## config.mk

```make
export PLATFORM = sky130hd
export DESIGN_NAME = mem_arbiter_flat
export DESIGN_NICKNAME = d
export VERILOG_FILES = /design/src/rtl/proc_pkg.sv /design/src/rtl/mem_arbiter_if.sv /design/src/rtl/arb_timer.sv /design/src/rtl/mem_arbiter.sv /design/src/flat_wrapper.sv
export SDC_FILE = /design/constraint.sdc
export NUM_CORES = 1
export LEC_CHECK = 0
export CORE_MARGIN = 2
export CORE_UTILIZATION = 30
export DETAILED_ROUTE_END_ITERATION = 12
export PLACE_DENSITY = 0.83
export SLEW_MARGIN = 20
export SYNTH_ARGS = -nofsm -noshare
export SYNTH_HDL_FRONTEND = slang
export SYNTH_SLANG_ARGS = --single-unit
```

## constraint.sdc

```tcl
create_clock -name CLK -period 5.7 [get_ports CLK]
set_clock_uncertainty 0.2 [all_clocks]
set_input_delay 0.855 -clock CLK [delete_from_list [all_inputs] [get_ports CLK]]
set_output_delay 0.855 -clock CLK [all_outputs]
set_load 0.01 [all_outputs]
```

## src/rtl/proc_pkg.sv

```systemverilog
// Shared types for the memory arbiter: FSM states, grant encoding and the bus command word.
// Combinational content only. There is no latency or backpressure.
package proc_pkg;

    typedef enum logic [1:0] {
        ARB_IDLE  = 2'd0,
        ARB_BUS_I = 2'd1,
        ARB_BUS_D = 2'd2
    } arb_state_t;

    typedef enum logic {
        GNT_I = 1'b0,
        GNT_D = 1'b1
    } arb_gnt_t;

    localparam logic [3:0] MEM_BE_ALL = 4'hF;

    typedef struct packed {
        logic        we;
        logic [31:0] adr;
        logic [31:0] wdata;
        logic [3:0]  be;
    } mem_cmd_t;

endpackage

```

## src/rtl/mem_arbiter_if.sv

```systemverilog
// Client-side (fetch/data) and memory-side signals of the arbiter, bundled as one interface.
// slave = arbiter view, master = processor/memory view. Flow control is req/valid, with one transaction outstanding.
interface mem_arbiter_if;
    logic        instr_req;
    logic [31:0] instr_adr;
    logic [31:0] instr_read;
    logic        instr_valid;

    logic        data_req;
    logic        data_we;
    logic [31:0] data_adr;
    logic [31:0] data_wdata;
    logic [3:0]  data_be;
    logic [31:0] data_rdata;
    logic        data_valid;

    logic        mem_req;
    logic        mem_we;
    logic [31:0] mem_adr;
    logic [31:0] mem_wdata;
    logic [3:0]  mem_be;
    logic [31:0] mem_rdata;
    logic        mem_valid;
    logic        bus_err;

    modport slave (
        input  instr_req, instr_adr, data_req, data_we, data_adr, data_wdata, data_be,
               mem_rdata, mem_valid,
        output instr_read, instr_valid, data_rdata, data_valid,
               mem_req, mem_we, mem_adr, mem_wdata, mem_be, bus_err
    );

    modport master (
        output instr_req, instr_adr, data_req, data_we, data_adr, data_wdata, data_be,
               mem_rdata, mem_valid,
        input  instr_read, instr_valid, data_rdata, data_valid,
               mem_req, mem_we, mem_adr, mem_wdata, mem_be, bus_err
    );
endinterface

```

## src/rtl/arb_timer.sv

```systemverilog
// Bus-phase watchdog: counts cycles while enabled and flags when the count reaches TIMEOUT-1.
// The expired flag is combinational from the count. Clear takes priority over enable, with no backpressure.
module arb_timer #(
    parameter int TIMEOUT = 16
) (
    input  logic CLK,
    input  logic RES,
    input  logic clr,
    input  logic en,
    output logic expired
);
    logic [7:0] cnt_q;
    logic [7:0] cnt_d;

    always_comb begin
        cnt_d = cnt_q;
        if (clr) begin
            cnt_d = '0;
        end else if (en) begin
            cnt_d = cnt_q + 8'd1;
        end
    end

    always_ff @(posedge CLK) begin
        if (RES) begin
            cnt_q <= '0;
        end else begin
            cnt_q <= cnt_d;
        end
    end

    assign expired = (cnt_q == 8'(TIMEOUT - 1));

endmodule

```

## src/rtl/mem_arbiter.sv

```systemverilog
// Shares one memory bus between fetch and data ports; MEM_ARB_RR_EN selects round-robin, else data has fixed priority.
// Latency: mem_req 1 cycle after the grant, client valid in the mem_valid/timeout cycle. Clients hold req until their valid.
module mem_arbiter
    import proc_pkg::*;
#(
    parameter int TIMEOUT = 16
) (
    input  logic          CLK,
    input  logic          RES,
    mem_arbiter_if.slave  bus
);
    arb_state_t state_q, state_d;
    logic       mem_req_q, mem_req_d;
    mem_cmd_t   cmd_q, cmd_d;
    arb_gnt_t   gnt;
    logic       bus_active;
    logic       done;
    logic       expired;
    logic       timer_clr;
`ifdef MEM_ARB_RR_EN
    arb_gnt_t   last_gnt_q, last_gnt_d;
`endif

    assign bus_active = (state_q != ARB_IDLE);
    assign done       = bus_active && (bus.mem_valid || expired);
    assign timer_clr  = !bus_active || done;

    arb_timer #(.TIMEOUT(TIMEOUT)) u_timer (
        .CLK     (CLK),
        .RES     (RES),
        .clr     (timer_clr),
        .en      (bus_active),
        .expired (expired)
    );

    // On a tie, round-robin picks the port that did not win last time.
    always_comb begin
`ifdef MEM_ARB_RR_EN
        gnt = (bus.data_req && (!bus.instr_req || last_gnt_q == GNT_I)) ? GNT_D : GNT_I;
`else
        gnt = bus.data_req ? GNT_D : GNT_I;
`endif
    end

    always_comb begin
        state_d   = state_q;
        mem_req_d = mem_req_q;
        cmd_d     = cmd_q;
`ifdef MEM_ARB_RR_EN
        last_gnt_d = last_gnt_q;
`endif
        case (state_q)
            ARB_IDLE: begin
                if (bus.instr_req || bus.data_req) begin
                    mem_req_d = 1'b1;
`ifdef MEM_ARB_RR_EN
                    last_gnt_d = gnt;
`endif
                    if (gnt == GNT_D) begin
                        state_d = ARB_BUS_D;
                        cmd_d   = '{we: bus.data_we, adr: bus.data_adr,
                                    wdata: bus.data_wdata, be: bus.data_be};
                    end else begin
                        state_d = ARB_BUS_I;
                        cmd_d   = '{we: 1'b0, adr: bus.instr_adr,
                                    wdata: 32'h0, be: MEM_BE_ALL};
                    end
                end
            end
            ARB_BUS_I, ARB_BUS_D: begin
                if (done) begin
                    state_d   = ARB_IDLE;
                    mem_req_d = 1'b0;
                end
            end
            default: begin
                state_d   = ARB_IDLE;
                mem_req_d = 1'b0;
            end
        endcase
    end

    always_ff @(posedge CLK) begin
        if (RES) begin
            state_q   <= ARB_IDLE;
            mem_req_q <= 1'b0;
            cmd_q     <= '0;
`ifdef MEM_ARB_RR_EN
            last_gnt_q <= GNT_I;
`endif
        end else begin
            state_q   <= state_d;
            mem_req_q <= mem_req_d;
            cmd_q     <= cmd_d;
`ifdef MEM_ARB_RR_EN
            last_gnt_q <= last_gnt_d;
`endif
        end
    end

    // Completions are suppressed while RES is high so an abandoned transaction never pulses.
    always_comb begin
        bus.instr_valid = 1'b0;
        bus.instr_read  = '0;
        bus.data_valid  = 1'b0;
        bus.data_rdata  = '0;
        bus.bus_err     = 1'b0;
        if (!RES && done) begin
            bus.bus_err = !bus.mem_valid;
            if (state_q == ARB_BUS_I) begin
                bus.instr_valid = 1'b1;
                bus.instr_read  = bus.mem_valid ? bus.mem_rdata : 32'h0;
            end else begin
                bus.data_valid  = 1'b1;
                bus.data_rdata  = bus.mem_valid ? bus.mem_rdata : 32'h0;
            end
        end
    end

    assign bus.mem_req   = mem_req_q;
    assign bus.mem_we    = cmd_q.we;
    assign bus.mem_adr   = cmd_q.adr;
    assign bus.mem_wdata = cmd_q.wdata;
    assign bus.mem_be    = cmd_q.be;

endmodule

```

## src/flat_wrapper.sv

```systemverilog
// flat-port wrapper written by rule: the top's interface ports become plain ports
module mem_arbiter_flat import proc_pkg::*;
#(
    parameter int TIMEOUT = 16
)
  (CLK, RES, bus_instr_req, bus_instr_adr, bus_data_req, bus_data_we, bus_data_adr, bus_data_wdata, bus_data_be, bus_mem_rdata, bus_mem_valid, bus_instr_read, bus_instr_valid, bus_data_rdata, bus_data_valid, bus_mem_req, bus_mem_we, bus_mem_adr, bus_mem_wdata, bus_mem_be, bus_bus_err);
  mem_arbiter_if bus_i ();
  input  logic CLK;
  input  logic RES;
  input wire logic [$bits(bus_i.instr_req)-1:0] bus_instr_req;
  input wire logic [$bits(bus_i.instr_adr)-1:0] bus_instr_adr;
  input wire logic [$bits(bus_i.data_req)-1:0] bus_data_req;
  input wire logic [$bits(bus_i.data_we)-1:0] bus_data_we;
  input wire logic [$bits(bus_i.data_adr)-1:0] bus_data_adr;
  input wire logic [$bits(bus_i.data_wdata)-1:0] bus_data_wdata;
  input wire logic [$bits(bus_i.data_be)-1:0] bus_data_be;
  input wire logic [$bits(bus_i.mem_rdata)-1:0] bus_mem_rdata;
  input wire logic [$bits(bus_i.mem_valid)-1:0] bus_mem_valid;
  output wire logic [$bits(bus_i.instr_read)-1:0] bus_instr_read;
  output wire logic [$bits(bus_i.instr_valid)-1:0] bus_instr_valid;
  output wire logic [$bits(bus_i.data_rdata)-1:0] bus_data_rdata;
  output wire logic [$bits(bus_i.data_valid)-1:0] bus_data_valid;
  output wire logic [$bits(bus_i.mem_req)-1:0] bus_mem_req;
  output wire logic [$bits(bus_i.mem_we)-1:0] bus_mem_we;
  output wire logic [$bits(bus_i.mem_adr)-1:0] bus_mem_adr;
  output wire logic [$bits(bus_i.mem_wdata)-1:0] bus_mem_wdata;
  output wire logic [$bits(bus_i.mem_be)-1:0] bus_mem_be;
  output wire logic [$bits(bus_i.bus_err)-1:0] bus_bus_err;
  assign bus_i.instr_req = bus_instr_req;
  assign bus_i.instr_adr = bus_instr_adr;
  assign bus_i.data_req = bus_data_req;
  assign bus_i.data_we = bus_data_we;
  assign bus_i.data_adr = bus_data_adr;
  assign bus_i.data_wdata = bus_data_wdata;
  assign bus_i.data_be = bus_data_be;
  assign bus_i.mem_rdata = bus_mem_rdata;
  assign bus_i.mem_valid = bus_mem_valid;
  assign bus_instr_read = bus_i.instr_read;
  assign bus_instr_valid = bus_i.instr_valid;
  assign bus_data_rdata = bus_i.data_rdata;
  assign bus_data_valid = bus_i.data_valid;
  assign bus_mem_req = bus_i.mem_req;
  assign bus_mem_we = bus_i.mem_we;
  assign bus_mem_adr = bus_i.mem_adr;
  assign bus_mem_wdata = bus_i.mem_wdata;
  assign bus_mem_be = bus_i.mem_be;
  assign bus_bus_err = bus_i.bus_err;
  mem_arbiter #(.TIMEOUT(TIMEOUT)) u_core (.CLK(CLK), .RES(RES), .bus(bus_i));
endmodule
```

==> key figures <==
Clock network
  • Worst-Skew Late Latency: 0.33 ns
  • CTS resizes: 0
  • Post-CTS setup buffer count: 0
  • CTS Hold Bufs: 0
  • Num CTS Buffers: 9
  • CTS HTree Levels: 3
  • CTS tree: built
  • Clock Sinks: 80
  • CTS max path bufs: 2
  • Root buf cell: clkbuf_16
  • Worst-path clk slew: 0.06 ns

Power and ir drop
  • Pwr/cell area: 360 nW/µm²
  • Worst IR Drop VDD: 0.000216 V
  • Leak pwr: 0.00261 µW

STA
  • Final hold vios: 0
  • Final Hold Slack: 0.252 ns
  • Max frequency: 0.250 GHz
  • Fin crit share: 70.1%
  • Minimum clock period: 3.99 ns
  • Headroom to the max-slew limit: 45.5%
  • Slew @ Worst Pin: 0.817 ns
  • TNS Setup: 0 ns
  • RSZ-0062 raised after global routing: false
  • Final Setup Violations: 0
  • Final Max Slew Viols: 0

Job
  • Max Cap Viol: 0

Placement
  • Gpl congestion: 0.894
  • Placed Cells: 806
  • IO Port Bufs: 274
  • Placement Cell Area: 6440 µm²
  • DPL Wire Length: 9980 µm

Die
  • Initial core utilization: 30.4%
  • Die span in y: 114 µm
  • Die area: 13000 µm²
  • DIE WIDTH: 114 µm
  • Core area: 11900 µm²
  • Rows: 40
  • IO Count: 275

Logic synthesis
  • Yosys cell types: 34
  • Synth top area share: 44.2%
  • Yosys reg bits: 80
  • Most area-consuming cells after synthesis: dfxtp_1 44%, and2_1 11%, mux2i_1 8.8%
  • Yosys top cell by area: dfxtp_1
  • Cells after Synth: 416
  • Synth Warn #: 0
  • Net Count, Synth: 557
  • Avg Cell Area, Syn: 8.71 µm²
  • Sequential element share of the synthesized area: 44.2%
  • Synthesized area: 3620 µm²

Critical path
  • Crit Path Max Fanout: 33
  • CP required: 4.64 ns
  • Crit path max-delay family: simple AND/OR/NAND/NOR gates
  • Critical Path AT: 2.94 ns
  • WP buf/inv: 2
  • Crit path largest cell delay: 0.73 ns
  • Setup CP Type: input port to primary output
  • Critical-path cell list: buf_2 -> nor2_1 -> and3_1 -> and2_1 -> clkdlybuf4s50_1
  • Worst setup EP type: primary output
  • Startpoint Class: input port
  • Critical-path top delay cell: and3_1

Cells and area
  • Layout Cells excl Fill: 822
  • Most common cell after layout, fill and taps aside: clkdlybuf4s50_1
  • Area Overhead vs Synth: 86.3%
  • Final Util: 56.7%
  • Fill count: 1070
  • Most frequent cells in the layout: 272 x clkdlybuf4s50_1, 81 x nor2_1, 80 x dfxtp_1
  • Finished Cell Area: 6750 µm²
  • Nets: 811
  • Proportion of layout cells with a drive suffix above 1: 3.71%

Detailed routing
  • Initial drt markers: 114
  • Number of vias per cell: 4.85
  • Routed Antenna Nets: 0
  • Vias post-DR: 3986
  • WL/cell: 15.3 µm
  • DR pass1 iterations: 4
  • DRC Markers: 0
  • Total wire length: 12600 µm

GRT
  • Number of global-route vias before repair: 3965
  • Initial antenna violation count: 1
  • Largest net degree at the start of global routing: 69
  • GRT Total Usage: 18.9%
  • GR Overflow Total: 0
  • Global-route wire length before repair: 19200 µm

Worst hold path
  • Worst hold path type: flop to flop

Run status
  • Status: completed
per-stage QoR:
step / power, µW / setup slack (ns)
after CTS: 2450 / 1.68
after detailed placement: 1840 / 1.68
after floorplan: 1310 / 2.99
final: 2430 / 1.71
after global placement: 1800 / 1.82
after global routing: 2580 / 1.50
worst reg2reg max path, delay by kind of cell, from the launching register on:
kind / cells / cell delay, ns
AO/OA/AOI/OAI: 1 / 0.25
buffers and inverters: 3 / 0.80
flip-flops: 1 / 0.32
AND/OR/NAND/NOR: 2 / 0.31
adder cells (fa/ha/maj): 1 / 0.40
path summary, 6_finish.rpt:
path	depth (start not counted)	to	slack [ns]	from
max	5	bus_instr_read[13]	1.71	RES
min	1	u_core.u_timer.cnt_q[0]	0.25	u_core.u_timer.cnt_q[0]
max reg2reg	7	u_core.bus.mem_adr[3]	3.32	u_core.state_q[0]
min reg2reg	1	u_core.u_timer.cnt_q[0]	0.25	u_core.u_timer.cnt_q[0]
synth_stat cells, drive strengths merged:
library cell,n
a211o,1
a211oi,34
a21oi,8
a22oi,33
a41oi,1
and2,65
and3,2
and3b,1
buf,8
clkbuf,27
dfxtp,80
ha,3
inv,6
mux2i,32
nand2,8
nand3b,1
nand4,2
nand4b,1
nor2,82
nor2b,1
nor3,8
nor4,1
o21ai,4
o31ai,1
o32ai,1
or3,2
or4,1
xnor2,1
xor2,1
metal layers:
metal  GRT usage (%)  up-vias  wire, µm  part of all wire [%]
li1                -     1948         -                     -
met1            18.6     1816      4400                    35
met2            36.4      199      6730                    53
met3            5.47       23      1100                   8.7
met4            8.37        0       359                   2.9
met5               0        -         0                     0
cell type report:
cell class	count	area (µm²)	area share, %
inverters	6	22.5	0.334
clock buffers	10	229	3.39
diodes	1	2.50	0.0371
repair buffers	278	2760	40.9
multi-input cells	295	1870	27.6
well taps	147	184	2.73
clock inverters	5	81.3	1.21
flip-flops and latches	80	1600	23.7
registers in the layout, indices dropped and copies added (netlist names):
register,count
u_core.bus.mem_wdata,32
u_core.bus.mem_we,1
u_core.bus.mem_adr,32
u_core.bus.mem_be,4
u_core.u_timer.cnt_q,8
u_core.bus.mem_req,1
u_core.state_q,2
power by group:
part	switching [µW]	internal, µW	leakage [µW]
Combinational	513	526	0.00180
Sequential	76.2	705	0.000660
Clock	224	382	0.000149
Total	813	1610	0.00261
kinds of logic after synthesis:
family | after synthesis | synth area share (%)
compound gates | 83 | 16.5
buf+inv | 41 | 4.83
mux | 32 | 8.84
flops | 80 | 44.2
fa+ha+maj | 3 | 1.04
simple gates | 175 | 24.1
xor+xnor | 2 | 0.484
No activity file was read; power rests on OpenSTA's default activity.
